**src/rtl/amm_arb_pkg.sv**
```systemverilog
// Shared types and helpers for the Avalon-MM round-robin arbiter.
package amm_arb_pkg;

  // Command-side FSM states.
  typedef enum logic [1:0] {
    IDLE     = 2'd0,
    CMD      = 2'd1,
    WR_BURST = 2'd2
  } arb_state_t;

  // Widest requester id / read length an owner entry can describe.
  localparam int unsigned ID_MAX_W  = 8;
  localparam int unsigned LEN_MAX_W = 16;

  // Decoded owner FIFO entry: who issued the read and how many beats it returns.
  typedef struct packed {
    logic [ID_MAX_W-1:0]  id;
    logic [LEN_MAX_W-1:0] len;
  } owner_entry_t;

  // Requester id width; never narrower than one bit.
  function automatic int unsigned id_w(input int unsigned n);
    return (n > 1) ? $clog2(n) : 1;
  endfunction

endpackage

```
**src/rtl/rd_owner_fifo.sv**
```systemverilog
// Show-ahead single-clock FIFO recording the owner of each outstanding read.
module rd_owner_fifo #(
  parameter int unsigned WIDTH = 12,
  parameter int unsigned DEPTH = 8
) (
  input  logic             i_clk,
  input  logic             i_rst,
  input  logic             i_push,
  input  logic [WIDTH-1:0] i_wdata,
  input  logic             i_pop,
  output logic [WIDTH-1:0] o_rdata,
  output logic             o_full,
  output logic             o_empty
);

  localparam int unsigned AW = (DEPTH > 1) ? $clog2(DEPTH) : 1;

  logic [WIDTH-1:0] r_mem [DEPTH];
  logic [AW-1:0]    r_wr_ptr;
  logic [AW-1:0]    r_rd_ptr;
  logic [AW:0]      r_count;
  logic             w_do_push;
  logic             w_do_pop;

  assign w_do_push = i_push & ~o_full;
  assign w_do_pop  = i_pop & ~o_empty;
  assign o_full    = (r_count == (AW + 1)'(DEPTH));
  assign o_empty   = (r_count == '0);
  assign o_rdata   = r_mem[r_rd_ptr];

  // Storage array; contents are don't-care while the FIFO is empty.
  always_ff @(posedge i_clk) begin
    if (w_do_push) r_mem[r_wr_ptr] <= i_wdata;
  end

  // Pointer and occupancy bookkeeping; push and pop may coincide.
  always_ff @(posedge i_clk) begin
    if (i_rst) begin
      r_wr_ptr <= '0;
      r_rd_ptr <= '0;
      r_count  <= '0;
    end else begin
      if (w_do_push) r_wr_ptr <= r_wr_ptr + 1'b1;
      if (w_do_pop)  r_rd_ptr <= r_rd_ptr + 1'b1;
      case ({w_do_push, w_do_pop})
        2'b10:   r_count <= r_count + 1'b1;
        2'b01:   r_count <= r_count - 1'b1;
        default: r_count <= r_count;
      endcase
    end
  end

endmodule

```
**src/rtl/amm_arbiter.sv**
```systemverilog
// Round-robin Avalon-MM arbiter: one granted requester drives the memory port,
// write bursts keep the grant, read data is steered back via the owner FIFO.
module amm_arbiter
  import amm_arb_pkg::*;
#(
  parameter int unsigned MASTERS_CNT   = 2,
  parameter int unsigned ADDR_W        = 31,
  parameter int unsigned DATA_W        = 128,
  parameter int unsigned BURST_W       = 11,
  parameter int unsigned RD_FIFO_DEPTH = 8
) (
  input  logic                            i_clk,
  input  logic                            i_rst,
  input  logic [MASTERS_CNT*ADDR_W-1:0]   i_s_address,
  input  logic [MASTERS_CNT-1:0]          i_s_read,
  input  logic [MASTERS_CNT-1:0]          i_s_write,
  input  logic [MASTERS_CNT*DATA_W/8-1:0] i_s_byteenable,
  input  logic [MASTERS_CNT*BURST_W-1:0]  i_s_burstcount,
  input  logic [MASTERS_CNT*DATA_W-1:0]   i_s_writedata,
  output logic [MASTERS_CNT-1:0]          o_s_waitrequest,
  output logic [MASTERS_CNT-1:0]          o_s_readdatavalid,
  output logic [DATA_W-1:0]               o_s_readdata,
  output logic [ADDR_W-1:0]               o_m_address,
  output logic                            o_m_read,
  output logic                            o_m_write,
  output logic [DATA_W/8-1:0]             o_m_byteenable,
  output logic [BURST_W-1:0]              o_m_burstcount,
  output logic [DATA_W-1:0]               o_m_writedata,
  input  logic                            i_m_waitrequest,
  input  logic                            i_m_readdatavalid,
  input  logic [DATA_W-1:0]               i_m_readdata
);

  localparam int unsigned IDW   = id_w(MASTERS_CNT);
  localparam int unsigned BEW   = DATA_W / 8;
  localparam int unsigned ENT_W = IDW + BURST_W;

  arb_state_t         r_state, w_state_next;
  logic [IDW-1:0]     r_grant, w_grant_next;
  logic [IDW-1:0]     r_last_grant, w_last_grant_next;
  logic [BURST_W-1:0] r_beats_left, w_beats_left_next;
  logic [BURST_W-1:0] r_rd_beat;

  logic [ADDR_W-1:0]  w_s_addr [MASTERS_CNT];
  logic [BEW-1:0]     w_s_be   [MASTERS_CNT];
  logic [BURST_W-1:0] w_s_bc   [MASTERS_CNT];
  logic [DATA_W-1:0]  w_s_wd   [MASTERS_CNT];

  logic               w_g_read, w_g_write;
  logic [BURST_W-1:0] w_g_bc_eff;
  logic [MASTERS_CNT-1:0] w_elig;
  logic               w_pick_valid;
  logic [IDW-1:0]     w_pick;
  logic               w_wr_acc, w_rd_acc;

  logic               w_fifo_full, w_fifo_empty, w_push;
  logic [ENT_W-1:0]   w_fifo_rdata;
  owner_entry_t       w_rd_head;
  logic               w_rd_valid, w_rd_last;

  for (genvar gi = 0; gi < MASTERS_CNT; gi++) begin : g_unpack
    assign w_s_addr[gi] = i_s_address[gi*ADDR_W +: ADDR_W];
    assign w_s_be[gi]   = i_s_byteenable[gi*BEW +: BEW];
    assign w_s_bc[gi]   = i_s_burstcount[gi*BURST_W +: BURST_W];
    assign w_s_wd[gi]   = i_s_writedata[gi*DATA_W +: DATA_W];
  end

  // Granted requester's command; qualified by o_m_read/o_m_write.
  assign w_g_read       = i_s_read[r_grant];
  assign w_g_write      = i_s_write[r_grant];
  assign w_g_bc_eff     = (w_s_bc[r_grant] == '0) ? BURST_W'(1) : w_s_bc[r_grant];
  assign o_m_address    = w_s_addr[r_grant];
  assign o_m_byteenable = w_s_be[r_grant];
  assign o_m_burstcount = w_s_bc[r_grant];
  assign o_m_writedata  = w_s_wd[r_grant];

  assign w_wr_acc = o_m_write & ~i_m_waitrequest;
  assign w_rd_acc = o_m_read & ~i_m_waitrequest;

  // Reads are only eligible while the owner FIFO can take another entry.
  assign w_elig = i_s_write | (i_s_read & {MASTERS_CNT{~w_fifo_full}});

  // Round-robin pick: scan from farthest to nearest after last_grant so the nearest wins.
  always_comb begin
    int v_idx;
    v_idx        = 0;
    w_pick_valid = 1'b0;
    w_pick       = '0;
    for (int k = int'(MASTERS_CNT); k > 0; k--) begin
      v_idx = (int'(r_last_grant) + k) % int'(MASTERS_CNT);
      if (w_elig[IDW'(v_idx)]) begin
        w_pick_valid = 1'b1;
        w_pick       = IDW'(v_idx);
      end
    end
  end

  // State register.
  always_ff @(posedge i_clk) begin
    if (i_rst) r_state <= IDLE;
    else       r_state <= w_state_next;
  end

  // Grant and write-burst bookkeeping; last_grant resets so requester 0 wins first.
  always_ff @(posedge i_clk) begin
    if (i_rst) begin
      r_grant      <= '0;
      r_last_grant <= IDW'(MASTERS_CNT - 1);
      r_beats_left <= '0;
    end else begin
      r_grant      <= w_grant_next;
      r_last_grant <= w_last_grant_next;
      r_beats_left <= w_beats_left_next;
    end
  end

  // Next-state logic.
  always_comb begin
    w_state_next      = r_state;
    w_grant_next      = r_grant;
    w_last_grant_next = r_last_grant;
    w_beats_left_next = r_beats_left;
    case (r_state)
      IDLE: begin
        if (w_pick_valid) begin
          w_state_next      = CMD;
          w_grant_next      = w_pick;
          w_last_grant_next = w_pick;
        end
      end
      CMD: begin
        if (w_wr_acc) begin
          if (w_g_bc_eff == BURST_W'(1)) begin
            w_state_next = IDLE;
          end else begin
            w_beats_left_next = w_g_bc_eff - 1'b1;
            w_state_next      = WR_BURST;
          end
        end else if (w_rd_acc) begin
          w_state_next = IDLE;
        end
      end
      WR_BURST: begin
        if (w_wr_acc) begin
          w_beats_left_next = r_beats_left - 1'b1;
          if (r_beats_left == BURST_W'(1)) w_state_next = IDLE;
        end
      end
      default: w_state_next = IDLE;
    endcase
  end

  // Command-side outputs; only the granted requester sees the memory's backpressure.
  always_comb begin
    o_m_read        = 1'b0;
    o_m_write       = 1'b0;
    o_s_waitrequest = '1;
    case (r_state)
      CMD: begin
        o_m_write                = w_g_write;
        o_m_read                 = w_g_read & ~w_g_write;
        o_s_waitrequest[r_grant] = i_m_waitrequest;
      end
      WR_BURST: begin
        o_m_write                = w_g_write;
        o_s_waitrequest[r_grant] = i_m_waitrequest;
      end
      default: ;
    endcase
  end

  assign w_push = (r_state == CMD) & w_rd_acc;

  rd_owner_fifo #(
    .WIDTH (ENT_W),
    .DEPTH (RD_FIFO_DEPTH)
  ) u_fifo (
    .i_clk   (i_clk),
    .i_rst   (i_rst),
    .i_push  (w_push),
    .i_wdata ({r_grant, w_g_bc_eff}),
    .i_pop   (w_rd_last),
    .o_rdata (w_fifo_rdata),
    .o_full  (w_fifo_full),
    .o_empty (w_fifo_empty)
  );

  assign w_rd_head.id  = ID_MAX_W'(w_fifo_rdata[ENT_W-1:BURST_W]);
  assign w_rd_head.len = LEN_MAX_W'(w_fifo_rdata[BURST_W-1:0]);

  // Stray data with nothing outstanding is dropped.
  assign w_rd_valid   = i_m_readdatavalid & ~w_fifo_empty;
  assign w_rd_last    = w_rd_valid & ((LEN_MAX_W'(r_rd_beat) + LEN_MAX_W'(1)) == w_rd_head.len);
  assign o_s_readdata = i_m_readdata;

  // Steer the read strobe to the owner of the oldest outstanding read.
  always_comb begin
    o_s_readdatavalid = '0;
    for (int i = 0; i < int'(MASTERS_CNT); i++) begin
      o_s_readdatavalid[i] = w_rd_valid & (w_rd_head.id == ID_MAX_W'(i));
    end
  end

  // Beats returned so far for the head entry.
  always_ff @(posedge i_clk) begin
    if (i_rst)           r_rd_beat <= '0;
    else if (w_rd_last)  r_rd_beat <= '0;
    else if (w_rd_valid) r_rd_beat <= r_rd_beat + 1'b1;
  end

  // Data returned with no read outstanding is a memory-side protocol violation.
  a_no_orphan_data : assert property (@(posedge i_clk) disable iff (i_rst)
    !(i_m_readdatavalid && w_fifo_empty))
    else $error("amm_arbiter: readdatavalid with no outstanding read");

endmodule

```
**config.mk**
```make
export PLATFORM = sky130hd
export DESIGN_NAME = amm_arbiter
export DESIGN_NICKNAME = d
export VERILOG_FILES = /design/src/rtl/amm_arb_pkg.sv /design/src/rtl/rd_owner_fifo.sv /design/src/rtl/amm_arbiter.sv
export SDC_FILE = /design/constraint.sdc
export NUM_CORES = 1
export LEC_CHECK = 0
export CORE_AREA = 8 8 318 320
export CTS_BUF_LIST = sky130_fd_sc_hd__clkbuf_4 sky130_fd_sc_hd__clkbuf_8
export CTS_CLUSTER_DIAMETER = 80
export CTS_CLUSTER_SIZE = 8
export DETAILED_ROUTE_END_ITERATION = 7
export DIE_AREA = 0 0 326 328
export PLACE_DENSITY = 0.41
export SYNTH_ARGS = -nofsm -noshare
export SYNTH_HDL_FRONTEND = slang
export SYNTH_HIERARCHICAL = 1
export SYNTH_SLANG_ARGS = --single-unit
export TNS_END_PERCENT = 100
```
**constraint.sdc**
```tcl
create_clock -name i_clk -period 4.2 [get_ports i_clk]
set_input_delay 1.26 -clock i_clk [delete_from_list [all_inputs] [get_ports i_clk]]
set_output_delay 1.26 -clock i_clk [all_outputs]
set_load 0.1 [all_outputs]
```
==> impl_metrics.ini <==
[run_status]
status = finished with violations
violations = setup timing

[sta]
hold_slack_ps = 467
max_freq_mhz = 234
hold_viol_final = 0
rsz0062_at_grt = true
tns_ps = -69.7
fin_ws_ps = -69.7
setup_violations = 1
timing.final.crit_share = 1.02
period_minus_slack_ps = 4270
final_max_slew_viol_count = 0
relSlewSlack = 0.401
worst-slew-pin-transition_ps = 891
finalClockSkew_ps = 13.4

[synth]
syn_inst = 844
syn_avg_cell_area_um2 = 11.7
async_reset_ff_frac = 0
syn_area_mm2 = 0.00984
synth.area.top_cells = edfxtp_1 (29%), mux2_2 (24%), buf_4 (9.8%)
syn_nets = 1365
seq_area_frac_synth = 0.372
synth_edf_count = 96
yosys_warnings = 6
ys_ff_latch = 135
synth_top_cell_area_share = 0.293
synthFlopType = edfxtp_1
synth.distinct_cells = 69
yosys.area.top_type = edfxtp_1

[worst_hold_path]
hp-class = flop to flop

[cts]
path_clk_slew_ps = 90
cts_buffers = 17
clock-sinks = 135
cts_buffer_depth = 2
cts_tree = done
clock_latency_ps = 450
cts_hold_buffers = 0
htreeDepth = 4
cts_root_buffer = clkbuf_8

[routing]
first_pass_iters = 5
num_vias = 9301
drt_iter0_drc = 647
wl_per_cell_um = 35.1
drc_errors = 0
vias_per_cell = 3.53
ant_nets = 0
wl_mm = 92.4

[floorplan]
initial_utilization = 0.103
ioPinCount = 828
die_height_um = 328
die_area_mm2 = 0.107
core_area_mm2 = 0.0960
row_count = 114
dieWidth_um = 326

[global_route]
grt_pass1_wl_mm = 114
grt_use_met1 = 0.173
top_usage_layer = met2
antenna_found_initial = 14
use_met2 = 0.236
grt_usage = 0.164
grt_pass1_vias = 9801
grt_max_degree = 88
grtUsageMet3 = 0.162
grt-ovfl-total = 0

[critical_path]
cp_data_arrival_time_ps = 4610
end_kind = flop
required_ps = 4540
path_max_fanout = 4
path_class = flop to flop
crit_path_start_kind = flop

[finish]
nets = 1864
syn_to_final_growth_pct = 93.9
fill_cells = 10300
drive_above_1_share = 0.420

[power]
power.density_mw_per_mm2 = 363
ir_drop_uv = 151
power_mw = 6.94
leakagePower_nw = 6.66

[run]
cap_violations = 0

[place]
gp_congestion = 0.886
hpwl_mm = 83.2
port_buffers = 571
-- worst max-delay path, stage by stage, from the launching register on --
cell,delay (ps)
dfxtp_2,350
buf_6,110
mux4_2,490
mux2_4,320
xnor2_4,140
xor2_1,160
or3_1,300
a22o_1,230
o21bai_4,190
nor4_4,260
buf_4,170
o41a_1,160
buf_4,130
ha_4,150
nand2_2,50
mux2_4,290
o41ai_4,350
mux2_4,330
-- cells by family (layout without fill, tap and decap cells) --
logic type,after synthesis,count (layout),share of synthesized area
AND/OR/NAND/NOR,162,162,0.0917
flip-flops,135,135,0.372
AO/OA/AOI/OAI,67,67,0.0470
XOR/XNOR,39,39,0.0355
multiplexers,243,243,0.308
other,0,3,0
buffers and inverters,185,697,0.129
adder cells (fa/ha/maj),13,13,0.0165
-- cells in the mapped netlist (15+ instances only) --
| master | number |
|---|---|
| nor2_1 | 39 |
| nor3_1 | 17 |
| xor2_1 | 19 |
| o21ai_0 | 18 |
| xnor2_1 | 19 |
| dfxtp_1 | 39 |
| mux2_2 | 213 |
| clkbuf_1 | 19 |
| buf_4 | 129 |
| edfxtp_1 | 96 |
| mux4_2 | 16 |
| nand2_1 | 33 |
| buf_2 | 15 |
-- area by class of cell --
cell class / instances / area (um2) / share of cell area
clock buffers: 19 / 249 / 0.0130
well taps: 1276 / 1600 / 0.0836
diodes: 3 / 7.51 / 0.000393
repair buffers: 652 / 8280 / 0.434
flip-flops and latches: 135 / 3670 / 0.192
multi-input cells: 524 / 5070 / 0.265
inverters: 13 / 48.8 / 0.00256
clock inverters: 13 / 173 / 0.00905
-- state kept, by name, summed over array words and instances, names as in the netlist, named ones only --
register / cells
r_last_grant: 1
u_fifo/r_rd_ptr: 3
r_state: 2
r_grant: 1
u_fifo/r_count: 4
r_beats_left: 11
u_fifo/r_mem: 96
r_rd_beat: 11
u_fifo/r_wr_ptr: 3
-- power by group --
| part | switching [mW] | internal (mW) | leakage [nW] |
|---|---|---|---|
| logic | 2.70 | 1.55 | 5.28 |
| registers | 0.0541 | 1.47 | 1.18 |
| clock network | 0.545 | 0.608 | 0.200 |
| total | 3.30 | 3.63 | 6.66 |
-- per-stage QoR --
step / setup slack [ps] / std cells / utilization / instance area [um2]
finish: -69.7 / 2635 / 0.199 / 19100
global route: -178 / 2632 / 0.199 / 19100
detailed placement: -321 / 2595 / 0.192 / 18500
CTS: -18.7 / 2630 / 0.198 / 19000
floorplan: 44.5 / 844 / - / 9860
global placement: -213 / 2595 / 0.192 / 18500
-- layout by cell type (no fill, tap or decap), drive strengths merged, types with 3 or more instances in the layout --
cell type	n
nand2b	5
nor3b	5
nor4	10
xor2	20
edfxtp	96
ha	13
inv	16
buf	273
clkbuf	19
mux4	24
nor3	17
nand2	35
clkinv	3
o41ai	4
nand3	11
or4	5
mux2i	6
clkdlybuf4s50	379
nand4	3
bufinv	3
nor2	40
mux2	213
o31ai	5
o211ai	4
or3	6
dfxtp	39
or3b	4
o21ai	19
diode	3
clkinvlp	4
a21oi	14
nor2b	6
nor4b	4
xnor2	19
-- metal layers --
| layer | up-vias | wire length (um) |
|---|---|---|
| li1 | 3993 | - |
| met1 | 4430 | 32900 |
| met2 | 786 | 38500 |
| met3 | 68 | 19600 |
| met4 | 24 | 563 |
| met5 | - | 923 |
-- repair_timing --
action                                  CTS  global route
endpoints found under the setup margin    2             2
gates resized for setup                  12            14
buffers inserted                          3             2
pin swaps                                 1             3
-- final timing paths --
| check | start | to | slack (ps) | cells past startpoint |
|---|---|---|---|---|
| worst min-delay path | r_beats_left[5] | r_beats_left[5] | 470 | 2 |
| worst max-delay path | flop | u_fifo/r_count[3] | -70 | 17 |
| worst max register to register | flop | u_fifo/r_count[3] | -70 | 17 |
| worst min register to register | r_beats_left[5] | r_beats_left[5] | 470 | 2 |
(Power assumes the default switching activity.)
==> edit 1 (config.mk and constraints unchanged) <==
Re-encode `arb_state_t` (3 states) as one-hot, 3 bits wide.
--- a/src/rtl/amm_arb_pkg.sv
+++ b/src/rtl/amm_arb_pkg.sv
@@ -4,6 +4,6 @@
   // Command-side FSM states.
-  typedef enum logic [1:0] {
-    IDLE     = 2'd0,
-    CMD      = 2'd1,
-    WR_BURST = 2'd2
+  typedef enum logic [2:0] {
+    IDLE     = 3'b001,
+    CMD      = 3'b010,
+    WR_BURST = 3'b100
   } arb_state_t;
Formal check against the unedited RTL: same outputs for any inputs over 4 cycles, from zero or initial values and one cycle with i_rst high; so few cycles prove little.
==> edit 1 against the unedited design <==
Design area down 0.56%. Critical path depth down 4. Cell count up 0.38%. Synthesized area up 0.24%. Wire length down 20%. Die area unchanged. First-iteration DRC count down 38%. Power down 12%. Sequential cell count up 1. Worst setup slack better by 270 ps. Critical path type unchanged. Critical endpoint unchanged. Largest power group unchanged.
==> edit 1: results (changes against the unedited design) <==
- Outcome: finished, final reports clean (was finished, violations left)
- DPL Wire Length: 65,620 um (was 83,160 um)
- Via-to-Cell Ratio: 3.418 (was 3.530)
- Peak per-stage delay on the critical path: 510 ps (was 490 ps)
- Synth unique cells: 68 (was 69)
- Clock Power: 1.21 mW (was 1.15 mW)
- Pin count of the biggest net entering global routing: 92 (was 88)
- M2 GR Usage: 22.12% (was 23.64%)
- Routing usage on met1: 12.74% (was 17.33%)
- P_comb: 3.43 mW (was 4.25 mW)
- Routed length per instance: 27.81 um (was 35.09 um)
- Top post-synthesis cells by area: edfxtp_1 (29%), mux2_2 (24%), buf_4 (9.7%), dfxtp_1 (8.1%), mux4_2 (3.7%) (was edfxtp_1 (29%), mux2_2 (24%), buf_4 (9.8%), dfxtp_1 (7.9%), mux4_2 (3.7%))
- Met3 Usage GRT: 10.39% (was 16.23%)
- Total GRT Usage: 13.08% (was 16.38%)
- Vias in the first global route: 9,900 (was 9,801)
- PostCTS Resize Cnt: 2 (was 12)
- Internal cell power: 3.477 mW (was 3.632 mW)
- Clock Skews: 18.43 ps (was 13.45 ps)
- Final GP Congestion: 0.9209 (was 0.8855)
- Met2 wire length: 35,390 um (was 38,480 um)
- IR drop worst, VDD: 0.0001717 V (was 0.0001510 V)
- Layout cell share with drive strength beyond 1: 39.76% (was 42.04%)
- Synth cell count leaders: mux2_2 (206), buf_4 (128), edfxtp_1 (96) (was mux2_2 (213), buf_4 (129), edfxtp_1 (96))
- FILL cells: 10,320 (was 10,330)
- Post-synth net total: 1,379 (was 1,365)
- DR iter-0 viols: 401 (was 647)
- Worst-Margin Slew: 693.3 ps (was 890.8 ps)
- P_leak: 6.623 nW (was 6.664 nW)
[edit 1: worst register-to-register path, cell delays in order, from the launching register on]
cell and delay [ps]:
dfxtp_2 370, buf_12 170, mux4_2 520, mux2_2 310, xor2_1 160, or4_1 520
and3_1 220, nor3_2 190, o41a_1 240, ha_1 330, nor4b_4 320, a41oi_1 90
o41ai_2 100, mux2_2 370
[edit 1: final cells by class]
class | instances | share of cell area [%]
timing repair buffer | 643 | 43.37
multi-input combinational | 533 | 26.02
sequential | 136 | 19.43
tap | 1276 | 8.411
clock buffer | 21 | 1.457
clock inverter | 11 | 0.8899
inverter | 14 | 0.2769
antenna | 11 | 0.1450
[edit 1: path summary, 6_finish.rpt]
kind	slack, ps	endpoint	start	depth (start not counted)
worst min-delay path	490	r_beats_left[8]$_SDFFE_PP0P_	r_beats_left[8]$_SDFFE_PP0P_	2
worst max register to register	200	u_fifo/r_count[3]$_SDFFE_PP0P_	flop	13
worst min register to register	490	r_beats_left[8]$_SDFFE_PP0P_	r_beats_left[8]$_SDFFE_PP0P_	2
worst max-delay path	200	u_fifo/r_count[3]$_SDFFE_PP0P_	flop	13
[edit 1: kinds of logic after synthesis]
family	synth area share [%]
mux	30.11
buf+inv	13.10
simple gates	10.01
flops	37.34
compound gates	4.731
xor+xnor	3.450
fa+ha+maj	1.268
[edit 1: through the flow]
step	TNS, ps	utilization, %	std cells	total power, mW
2_1_floorplan	0	-	861	3.963
3_3_place_gp	-472.9	19.20	2597	4.982
3_5_place_dp	-656.5	19.20	2597	4.990
4_1_cts	0	19.68	2629	6.206
5_1_grt	-8.336	19.75	2636	6.305
6_report	0	19.77	2645	6.122
==> edit 2 (same flow settings) <==
Without the edit above. The parameter `BURST_W` goes from 11 to 9.
--- a/src/rtl/amm_arbiter.sv
+++ b/src/rtl/amm_arbiter.sv
@@ -8,3 +8,3 @@
   parameter int unsigned DATA_W        = 128,
-  parameter int unsigned BURST_W       = 11,
+  parameter int unsigned BURST_W       = 9,
   parameter int unsigned RD_FIFO_DEPTH = 8
Interface: changed (resized i_s_burstcount and o_m_burstcount); port bits go from 828 to 822. The function was not compared with the original's and may differ.
==> edit 2 against the unedited design <==
Power is 8.5% higher. Critical path depth is 5 lower. Global-route usage is 4.7 points lower. Synthesized area is 11% lower. Sequential cell count is 20 lower. Non-clock buffer count is 24 lower. Worst setup slack better by 160 ps. Die area stayed put. Wire length is 28% lower. Design area is 7.1% lower. Largest cell class unchanged.
==> edit 2: results (changes against the unedited design) <==
- Worst min-delay path category: flop to flop (unchanged)
- Hold_sp: r_beats_left[6]$_SDFFE_PP0P_ (was r_beats_left[5]$_SDFFE_PP0P_)
- Peak per-stage delay on the critical path: 540 ps (was 490 ps)
- Root Driver: clkbuf_8 (unchanged)
- Drt pass-1 iters: 5 (unchanged)
- Layout cell share with drive strength beyond 1: 42.00% (was 42.04%)
- P_leak: 6.205 nW (was 6.664 nW)
- Final setup violation count: 0 (was 1)
- MaxCap Viol Count: 0 (unchanged)
- Final Net Count: 1,766 (was 1,864)
- Clock Skews: 12.23 ps (was 13.45 ps)
- Worst-Margin Slew: 774.5 ps (was 890.8 ps)
- Synth unique cells: 65 (was 69)
- H-tree Lvls: 4 (unchanged)
- Post-synthesis sequential area ratio: 35.32% (was 37.22%)
- Total CTS buffers: 17 (unchanged)
- Outcome: finished, final reports clean (was finished, violations left)
- First-pass GRT wire length: 85,500 um (was 114,100 um)
- Worst-case clock buffer depth: 2 (unchanged)
- Ys async rst share: 0% (unchanged)
- Number of synthesized flops with an enable pin: 80 (was 96)
- Clock-pin slew on the worst setup and hold paths: 70 ps (was 90 ps)
- Vias in the first global route: 9,005 (was 9,801)
- Total GRT Usage: 11.71% (was 16.38%)
- Crit-path max FO: 3 (was 4)
- Clk Latency, worst-skew pair: 430 ps (was 450 ps)
- Post-synth net total: 1,288 (was 1,365)
- Final GP Congestion: 0.8174 (was 0.8855)
- Top flop regs: u_fifo/r_mem x80, r_beats_left x9, r_rd_beat x9 (was u_fifo/r_mem x96, r_beats_left x11, r_rd_beat x11)
- Main synth FF type: edfxtp_1 (unchanged)
- Synth cell count leaders: mux2_2 (201), buf_4 (129), edfxtp_1 (80) (was mux2_2 (213), buf_4 (129), edfxtp_1 (96))
- Crit path DAT: 4430 ps (was 4610 ps)
- IR drop worst, VDD: 0.0002255 V (was 0.0001510 V)
- Top post-synthesis cells by area: edfxtp_1 (27%), mux2_2 (26%), buf_4 (11%), dfxtp_1 (8.0%), mux4_2 (5.1%) (was edfxtp_1 (29%), mux2_2 (24%), buf_4 (9.8%), dfxtp_1 (7.9%), mux4_2 (3.7%))
- DRT Wirelength: 66,180 um (was 92,450 um)
- Placed cell areas: 17,280 um^2 (was 18,470 um^2)
- Buffers added on ports: 565 (was 571)
- Pin count of the biggest net entering global routing: 79 (was 88)
- Place WS: -361.8 ps (was -320.6 ps)
- Initial antenna violation count: 5 (was 14)
- DPL Wire Length: 60,000 um (was 83,160 um)
- Crit. Startpoint: i_m_readdatavalid
- Vias: 8,046 (was 9,301)
- CP max-delay cell: or4_1 (was mux4_2)
- Yosys warns: 6 (unchanged)
- DR iter-0 viols: 337 (was 647)
## edit 2: repair_timing
item                                   CTS  global route
endpoints found under the hold margin    0             0
setup endpoints to repair                0             2
setup buffers                            0             2
hold buffers                             0             0
resized for setup                        0             7
## edit 2: cell type report
class                           count  area (um^2)
Fill cell                       10470        78260
Inverter                           18        67.56
Timing Repair Buffer              628         8098
Antenna cell                        4        10.01
Sequential cell                   115         3110
Tap cell                         1276         1597
Clock buffer                       19        255.2
Multi-Input combinational cell    469         4479
Clock inverter                     13        121.4
## edit 2: worst paths after layout
kind | end | slack [ps] | cells past startpoint
max | u_fifo/r_count[3]$_SDFFE_PP0P_ | 90 | 12
min | r_beats_left[6]$_SDFFE_PP0P_ | 490 | 2
max reg2reg | u_fifo/r_count[3]$_SDFFE_PP0P_ | 110 | 14
min reg2reg | r_beats_left[6]$_SDFFE_PP0P_ | 490 | 2
## edit 2: routing by layer
layer  wire, um  vias up  part of all wire (%)  track usage [%]
li1           -     3674                     -                -
met4        177        8                  0.27           0.8437
met1      24340     3772                    37            12.38
met2      29560      556                    45            18.28
met3      11880       36                    18            10.08
met5        221        -                  0.33            1.630
## edit 2: kinds of logic after synthesis
family,synth area share [%]
adder cells (fa/ha/maj),1.852
buffers and inverters,14.00
multiplexers,31.92
XOR/XNOR,3.276
AO/OA/AOI/OAI,5.028
AND/OR/NAND/NOR,8.603
flip-flops,35.32
## edit 2: stage by stage
stage	TNS, ps	utilization [%]	std cells
floorplan	0	-	771
global placement	-727.7	18.01	2503
detailed placement	-748.1	18.01	2503
CTS	0	18.40	2535
global route	-62.93	18.47	2539
finish	0	18.48	2542
## edit 2: worst max-delay path: cells and delay by family
family,cells,cell delay (ps)
AND/OR/NAND/NOR,4,900
adder cells (fa/ha/maj),1,240
buffers and inverters,2,660
multiplexers,2,640
AO/OA/AOI/OAI,3,730
## edit 2: where the power goes
part	internal, mW	switching [mW]	leakage (nW)
Combinational	1.94	3.26	5.01
Clock	0.497	0.475	0.188
Sequential	1.28	0.0750	1.01
Total	3.72	3.80	6.20
